==> config.mk <==
export PLATFORM = sky130hd
export DESIGN_NAME = clock_divider_flat
export DESIGN_NICKNAME = d
export VERILOG_FILES = /design/src/rtl/clock_divider_if.sv /design/src/rtl/clock_divider.sv /design/src/flat_wrapper.sv
export SDC_FILE = /design/constraint.sdc
export NUM_CORES = 1
export LEC_CHECK = 0
export ABC_AREA = 1
export CAP_MARGIN = 10
export CORE_AREA = 5 5 42 44
export CTS_BUF_LIST = sky130_fd_sc_hd__clkbuf_16
export DETAILED_ROUTE_END_ITERATION = 8
export DIE_AREA = 0 0 47 49
export PLACE_DENSITY = 0.48
export SLEW_MARGIN = 40
export SYNTH_ARGS = -nofsm -noshare
export SYNTH_HDL_FRONTEND = slang
export SYNTH_SLANG_ARGS = --single-unit
export TNS_END_PERCENT = 5
==> constraint.sdc <==
create_clock -name clk_i -period 3.15 [get_ports clk_i]
set_input_delay 0.315 -clock clk_i [delete_from_list [all_inputs] [get_ports clk_i]]
set_output_delay 0.315 -clock clk_i [all_outputs]
set_load 0.05 [all_outputs]
==> src/rtl/clock_divider_if.sv <==
// Output bundle of clock_divider: the divided clock, plus tick_o when CLOCK_DIV_TICK_EN is defined.
interface clock_divider_if;
    logic clk_o;
`ifdef CLOCK_DIV_TICK_EN
    logic tick_o;

    modport master (output clk_o, output tick_o);
    modport slave  (input  clk_o, input  tick_o);
`else
    modport master (output clk_o);
    modport slave  (input  clk_o);
`endif
endinterface

==> src/rtl/clock_divider.sv <==
// Integer clock divider producing a registered square wave of period DIV clk_i cycles.
// Optional macro CLOCK_DIV_TICK_EN adds a one-cycle tick_o pulse on every rising edge of clk_o.
module clock_divider #(
    parameter real CLOCK_SYS = 100e6,
    parameter real CLOCK_OUT = 1e6
) (
    input  logic            clk_i,
    input  logic            rst_i,
    clock_divider_if.master out_if
);

    localparam int DIV = $rtoi(CLOCK_SYS / CLOCK_OUT + 0.5);
    localparam int LOW = DIV / 2;
    localparam int CW  = (DIV > 1) ? $clog2(DIV) : 1;

    localparam logic [CW-1:0] LOW_M1 = CW'(LOW - 1);
    localparam logic [CW-1:0] DIV_M1 = CW'(DIV - 1);

    generate
        if (DIV < 2 || CLOCK_OUT > CLOCK_SYS) begin : g_bad_ratio
            $error("clock_divider: CLOCK_SYS/CLOCK_OUT must round to at least 2");
        end
    endgenerate

    logic [CW-1:0] cnt;
    logic          clk_q;

    // Wrap is an explicit compare to DIV-1 so non-power-of-2 ratios stay exact.
    always_ff @(posedge clk_i) begin
        if (rst_i) begin
            cnt   <= '0;
            clk_q <= 1'b0;
        end else begin
            cnt <= (cnt == DIV_M1) ? '0 : cnt + 1'b1;
            if (cnt == LOW_M1) begin
                clk_q <= 1'b1;
            end else if (cnt == DIV_M1) begin
                clk_q <= 1'b0;
            end
        end
    end

    assign out_if.clk_o = clk_q;

`ifdef CLOCK_DIV_TICK_EN
    logic tick_q;

    // Fires on the same edge that raises clk_q, so it lines up with its first high cycle.
    always_ff @(posedge clk_i) begin
        if (rst_i) begin
            tick_q <= 1'b0;
        end else begin
            tick_q <= (cnt == LOW_M1);
        end
    end

    assign out_if.tick_o = tick_q;
`endif

endmodule

==> src/flat_wrapper.sv <==
// flat-port wrapper written by rule: the top's interface ports become plain ports
module clock_divider_flat 
#(
    parameter real CLOCK_SYS = 100e6,
    parameter real CLOCK_OUT = 1e6
)
  (clk_i, rst_i, out_if_clk_o);
  clock_divider_if out_if_i ();
  input  logic clk_i;
  input  logic rst_i;
  output wire logic [$bits(out_if_i.clk_o)-1:0] out_if_clk_o;
  assign out_if_clk_o = out_if_i.clk_o;
  clock_divider #(.CLOCK_SYS(CLOCK_SYS), .CLOCK_OUT(CLOCK_OUT)) u_core (.clk_i(clk_i), .rst_i(rst_i), .out_if(out_if_i));
endmodule
* Word-level counts from Yosys, hierarchy flattened
Index checks and enable logic that the tools add are counted.
Storage, ports and cells: register bits 8, input bits 2, output and inout bits 1, word-level logic and storage cells 9
Cells by class: add/subtract/negate cells 1, equality and inequality tests 2, multiplexer cells 2, reductions and logical operators 2
Operators by type and width (count):
- adder 7 x 1 -> 7 bit (second input constant) | 1
- equality test 7 x 6 -> 1 bit (second input constant) | 1
- equality test 7 bit (second input constant) | 1
- two-way mux 1 bit | 2
- nonzero test 2 bit | 1
- OR reduction 2 bit | 1

* Depth between registers and ports, before layout
Gate-level depths: netlist of run 1.
depth in word-level cells 3, depth in mapped cells 6, mapped depth without buffers 6

* Least setup slack after synthesis of run 1
Ideal clock, no wire load.
kind register -> register, from register u_core.cnt[0], to register u_core.cnt[4], setup time 116 ps, data arrival time 934 ps, setup slack 2100 ps, cell stages (with the launch flop) 7, path buffers 0, cell sequence dfxtp_1 ha_1 nand2_1 inv_1 nand3_2 nand2_2 nor2_1
Between the ends: longest elaborated chain between the ends 2
Ends and longest elaborated chain:
- start: declaration | RTL line clock_divider.sv:25 | logic [CW-1:0] cnt;
- start signal: assignment | RTL line clock_divider.sv:34 | cnt <= (cnt == DIV_M1) ? '0 : cnt + 1'b1;
- branches (longest 2 deep; another with adder 7 x 1 -> 7 bit)
Several ways; the timed one is not identified. A chain may end at the register's enable or synchronous reset.

* Final worst setup path of run 1
from register u_core.clk_q, in the netlist u_core.out_if.clk_o, to output port out_if_clk_o
RTL lines:
- start: declaration | RTL line clock_divider.sv:26 | logic clk_q;
- start signal: assignment | RTL line clock_divider.sv:32 | clk_q <= 1'b0;
- start signal: assignment | RTL line clock_divider.sv:36 | clk_q <= 1'b1;
- start signal: assignment | RTL line clock_divider.sv:38 | clk_q <= 1'b0;
- end: declaration | RTL line flat_wrapper.sv:11 | output wire logic [$bits(out_if_i.clk_o)-1:0] out_if_clk_o;
No word-level cell between the ends.

==> results.txt, run 1 <==
Fin crit share -> 52.6%
Initial Utilization -> 26.9%
Arrival @ worst endpoint -> 1340 ps
Die X -> 47 microns
CP peak stage delay -> 800 ps
Peak VDD IR -> 0.560 mV
Share of layout cells above drive strength 1 -> 10.9%
Worst hold path class -> reg2reg
Core ar. -> 1400 sq um
Hold buffers post-CTS -> 0
Crit Reg-Reg Startpoint -> u_core.cnt[0]$_SDFF_PP0_
CTS tree -> yes
Worst-margin pin slew -> 489 ps
Number of H-tree levels -> 1
Worst Skew -> 2.44 ps
Clock transition at path regs -> 40 ps
Post-CTS setup buffer count -> 0
Max_slew headroom -> 67.3%
Leak -> 0.000208 uW
Final ANT Viol Nets -> 0
Leading cell types in the layout, fill and taps excluded -> 8 x inv_1, 8 x nor2_1, 8 x nand2_1, 8 x dfxtp_1, 5 x nand3_1
Vias in the first global route -> 268
Buf/Inv on CP -> 1
Synth warn -> 0
CTS Buf Count -> 3
Initial drt markers -> 9
Crit path cell chain -> clkdlybuf4s50_1
# IOs -> 3
Clock tree buffer depth -> 2
Post-Syn Area per Cell -> 7.53 sq um
Top Family by Delay on Critical Path -> buffers and inverters
First-pass GRT wire length -> 1060 microns
Die ar. -> 2300 sq um
Post-route cell area -> 492 sq um
CTS Root Cell -> clkbuf_16
R2r endpoint -> u_core.cnt[5]$_SDFF_PP0_
GR Util All Layers -> 7.20%
Register bit total from synthesis -> 8
Post-Route WL -> 667 microns
DRC errors left -> 0
Largest net degree at the start of global routing -> 8
GPL Wtd Cong -> 0.706
Syn nets -> 54
Max-slew violations -> 0
Via density -> 4.41
Placed cell areas -> 417 sq um
PostCTS Resize Cnt -> 0
Initial antenna violation count -> 0
RSZ-0062 raised after global routing -> false
Met2 routed WL -> 294 microns
Layout Nets -> 61
Hold Slack -> 458 ps
Cell Count, Final, Fillers Out -> 71
Max-cap check violation count -> 0
Crit Path Category -> reg2out
Synth Cell Area -> 377 sq um
WL met1 -> 312 microns
Final setup viols -> 0
Top Layer Used -> met4
Seq/Total Area, Yosys -> 42.5%
Clock sink count -> 8
Placed cells -> 68
Setup crit end kind -> output pin
Worst hold path depth -> 2
Cell count after synthesis -> 50
Vias -> 313
Synth unique cells -> 14
Status -> complete, no violations
Worst Hold End -> u_core.out_if.clk_o$_SDFFE_PP0P_
R2r setup slk -> 1980 ps
Power density cells -> 670 nW/um^2
Worst hold start -> u_core.out_if.clk_o$_SDFFE_PP0P_
Critical Path Source Type -> register
Routed WL per cell -> 9.39 microns
Gr ovfl total -> 0
Max Fclk -> 603 MHz
R2R cell count -> 6
Area Overhead vs Synth -> 30.6%
Final hold vios -> 0
Clock latency on the worst-skew pair -> 230 ps
Wire length on met3 -> 40 microns
Setup TNS Final -> 0 ps
Antenna diodes -> 0
Site row count -> 14
Die extent in y -> 49 microns
Minimum clock period -> 1660 ps
Drt pass-1 iters -> 4
Slowest CP cell -> clkdlybuf4s50_1
Critical path peak fanout -> 2
Port Buffers -> 2
Critical Path RT -> 2830 ps
Yosys cell counts:
library cell / n / area, sq um
dfxtp_1: 8 / 160
inv_1: 8 / 30.0
nand2_1: 8 / 30.0
nor2_1: 8 / 30.0
nand3_1: 5 / 25.0
a21oi_1: 3 / 15.0
ha_1: 2 / 25.0
o21bai_1: 2 / 15.0
nand2_2: 1 / 6.26
nand3_2: 1 / 10.0
nand4_1: 1 / 6.26
nor2_2: 1 / 6.26
xnor2_1: 1 / 8.76
xor2_1: 1 / 8.76
worst reg2reg max path, cell delays in order, from the launching register on:
cell,delay [ps]
dfxtp_1,380
ha_1,250
nand2_1,70
inv_1,60
nand3_2,90
nand2_2,150
a21oi_1,60
metrics by stage:
step | total power [uW] | util, % | setup WS, ps
2_1_floorplan | 118 | - | 2100
3_3_place_gp | 122 | 29.7 | 1740
3_5_place_dp | 122 | 29.7 | 1720
4_1_cts | 336 | 35.1 | 1480
5_1_grt | 346 | 35.1 | 1460
6_report | 330 | 35.1 | 1490
metal layers:
layer / GRT usage, % / vias up
met5: 0 / -
met4: 8.29 / 0
met3: 4.43 / 2
met2: 8.82 / 7
met1: 7.32 / 137
li1: - / 167
report_power, final:
part	total [uW]	internal, uW	switching (uW)	leakage, uW
clock	209	163	46.0	0.0000370
combinational	11.6	5.04	6.58	0.000106
sequential	109	105	3.52	0.0000651
total	330	274	56.1	0.000208
final cells by class:
class	count	area, sq um
timing repair buffer	2	20.0
clock buffer	3	75.1
sequential	8	160
inverter	8	30.0
fill	155	910
tap	16	20.0
multi-input combinational	34	186
how the worst max path moves through the flow:
stage	from	to	slack, ps	cells after the start
global route	u_core.out_if.clk_o$_SDFFE_PP0P_	out_if_clk_o	1460	1
finish	u_core.out_if.clk_o$_SDFFE_PP0P_	out_if_clk_o	1490	1
detailed placement	u_core.out_if.clk_o$_SDFFE_PP0P_	out_if_clk_o	1720	1
global placement	u_core.out_if.clk_o$_SDFFE_PP0P_	out_if_clk_o	1740	1
floorplan	u_core.cnt[0]$_SDFF_PP0_	u_core.cnt[4]$_SDFF_PP0_	2100	6
CTS	u_core.out_if.clk_o$_SDFFE_PP0P_	out_if_clk_o	1480	1
registers in the layout, summed over array words and instances (netlist names):
register / flops
u_core.cnt: 7
u_core.out_if.clk_o: 1
kinds of logic after synthesis:
logic type | share of synthesized area [%]
simple gates | 30.2
buf+inv | 7.97
fa+ha+maj | 6.64
compound gates | 7.97
flops | 42.5
xor+xnor | 4.65
(Power assumes the default switching activity.)
==> inputs of run 2 (changes only) <==
PLACE_DENSITY = 0.49   (was 0.48)
clock period = 1.35 ns   (was 3.15 ns; I/O delays follow)
==> run 2 against run 1 <==
Effect of this change:
- hold slack better by 17 ps
- first-iteration DRC count down 67%
- via count down 4.5%
- critical path depth up 5
- largest power group unchanged
- highest routed layer unchanged
==> results.txt, run 2 (synthesis gave the netlist of run 1 again) <==
RSZ-0062 raised after global routing -> false
Area Overhead vs Synth -> 33.2%
Power density cells -> 1550 nW/um^2
Multi-input gate area -> 186 sq um
Final worst setup slack -> 186 ps
Leading cell types in the layout, fill and taps excluded -> 8 x inv_1, 8 x nor2_1, 8 x nand2_1, 8 x dfxtp_1, 5 x nand3_1
GR Util All Layers -> 7.63%
Vias in the first global route -> 269
Initial antenna violation count -> 0
Share of layout cells above drive strength 1 -> 12.7%
R2r endpoint -> u_core.cnt[6]$_SDFF_PP0_
CTS tree -> yes
Initial Utilization -> 26.9%
Fin crit share -> 86.3%
Hold buffers post-CTS -> 0
R2R cell count -> 6
Layout Nets -> 61
PostCTS Resize Cnt -> 0
Clock latency on the worst-skew pair -> 230 ps
Via density -> 4.21
R2r setup slk -> 190 ps
Placed cell areas -> 427 sq um
Setup crit end kind -> register
Core ar. -> 1400 sq um
Worst slack, placed -> 170 ps
Worst hold path depth -> 1
PnR Total Power -> 776 uW
Routed WL per cell -> 9.21 microns
Final hold vios -> 0
Clock tree buffer depth -> 2
Critical Path Source Type -> register
Arrival @ worst endpoint -> 1280 ps
Minimum clock period -> 1160 ps
Site row count -> 14
Status -> complete, no violations
Max-slew violations -> 0
FILL cells -> 159
Critical path peak fanout -> 7
CTS Buf Count -> 3
FF+latch area -> 160 sq um
# IOs -> 3
Die extent in y -> 49 microns
GPL Wtd Cong -> 0.732
Die X -> 47 microns
DRC errors left -> 0
Peak VDD IR -> 0.890 mV
DP HPWL -> 494 microns
Worst Skew -> 0.175 ps
Post-CTS setup buffer count -> 0
Worst hold path class -> reg2reg
Worst hold start -> u_core.cnt[0]$_SDFF_PP0_
Initial drt markers -> 3
Post-Route WL -> 654 microns
Worst Hold End -> u_core.cnt[0]$_SDFF_PP0_
Max reg flops -> 7
Antenna diodes -> 0
Drt pass-1 iters -> 2
Port Buffers -> 2
Core Util, Final -> 35.8%
Final ANT Viol Nets -> 0
Max_slew headroom -> 87.0%
Final setup viols -> 0
CTS Root Cell -> clkbuf_16
Post-route cell area -> 502 sq um
Number of H-tree levels -> 1
Crit Path Category -> reg2reg
Max Fclk -> 859 MHz
Largest net degree at the start of global routing -> 8
Critical Path RT -> 1460 ps
Crit Reg-Reg Startpoint -> u_core.cnt[0]$_SDFF_PP0_
Max-cap check violation count -> 0
Most flops, register -> u_core.cnt
Worst-margin pin slew -> 195 ps
Clock sink count -> 8
Die ar. -> 2300 sq um
Vias -> 299
First-pass GRT wire length -> 1070 microns
Gr ovfl total -> 0
Clock transition at path regs -> 40 ps
Setup TNS Final -> 0 ps
Leak -> 0.000213 uW
-- run 2: cell types whose count changed in the layout (fill, tap and decap cells not counted), sizes merged --
cell and delta:
buf +1, clkdlybuf4s50 -1
-- run 2: report_power, final --
group	total, uW	leakage [uW]	internal (uW)	switching [uW]
sequential	253	0.0000651	245	8.01
clock	496	0.0000370	382	114
combinational	26.4	0.000111	11.5	14.9
-- run 2: critical path, cell delays in order (launching register included) --
cell,delay (ps)
dfxtp_1,390
ha_1,250
nand2_1,70
inv_1,60
nand3_2,80
nand2_2,140
a21oi_1,60
-- run 2: worst max path at each step --
stage | start | endpoint | slack [ps] | cells after the start
finish | u_core.cnt[0]$_SDFF_PP0_ | u_core.cnt[6]$_SDFF_PP0_ | 190 | 6
global route | u_core.cnt[0]$_SDFF_PP0_ | u_core.cnt[6]$_SDFF_PP0_ | 60 | 6
CTS | u_core.cnt[0]$_SDFF_PP0_ | u_core.cnt[4]$_SDFF_PP0_ | 170 | 6
detailed placement | u_core.cnt[0]$_SDFF_PP0_ | u_core.cnt[4]$_SDFF_PP0_ | 170 | 6
global placement | u_core.cnt[0]$_SDFF_PP0_ | u_core.cnt[4]$_SDFF_PP0_ | 180 | 6
floorplan | u_core.cnt[0]$_SDFF_PP0_ | u_core.cnt[4]$_SDFF_PP0_ | 300 | 6
-- run 2: metrics by stage --
step / hold slack [ps] / cells
finish: 476 / 71
detailed placement: 473 / 68
floorplan: 340 / 50
global placement: 470 / 68
global route: 520 / 71
CTS: 482 / 71
-- run 2: per-layer routing --
metal,track usage (%),up-vias,wire [microns]
met1,7.54,123,296
met2,8.60,5,265
met5,0,-,0
met4,9.68,0,41
met3,5.54,4,49
li1,-,167,-
-- run 2: layout make-up --
cell class / instances / area share [%]
inverters: 8 / 5.99
repair buffers: 2 / 5.99
well taps: 16 / 3.99
clock buffers: 3 / 15.0
flip-flops and latches: 8 / 31.9
multi-input cells: 34 / 37.2
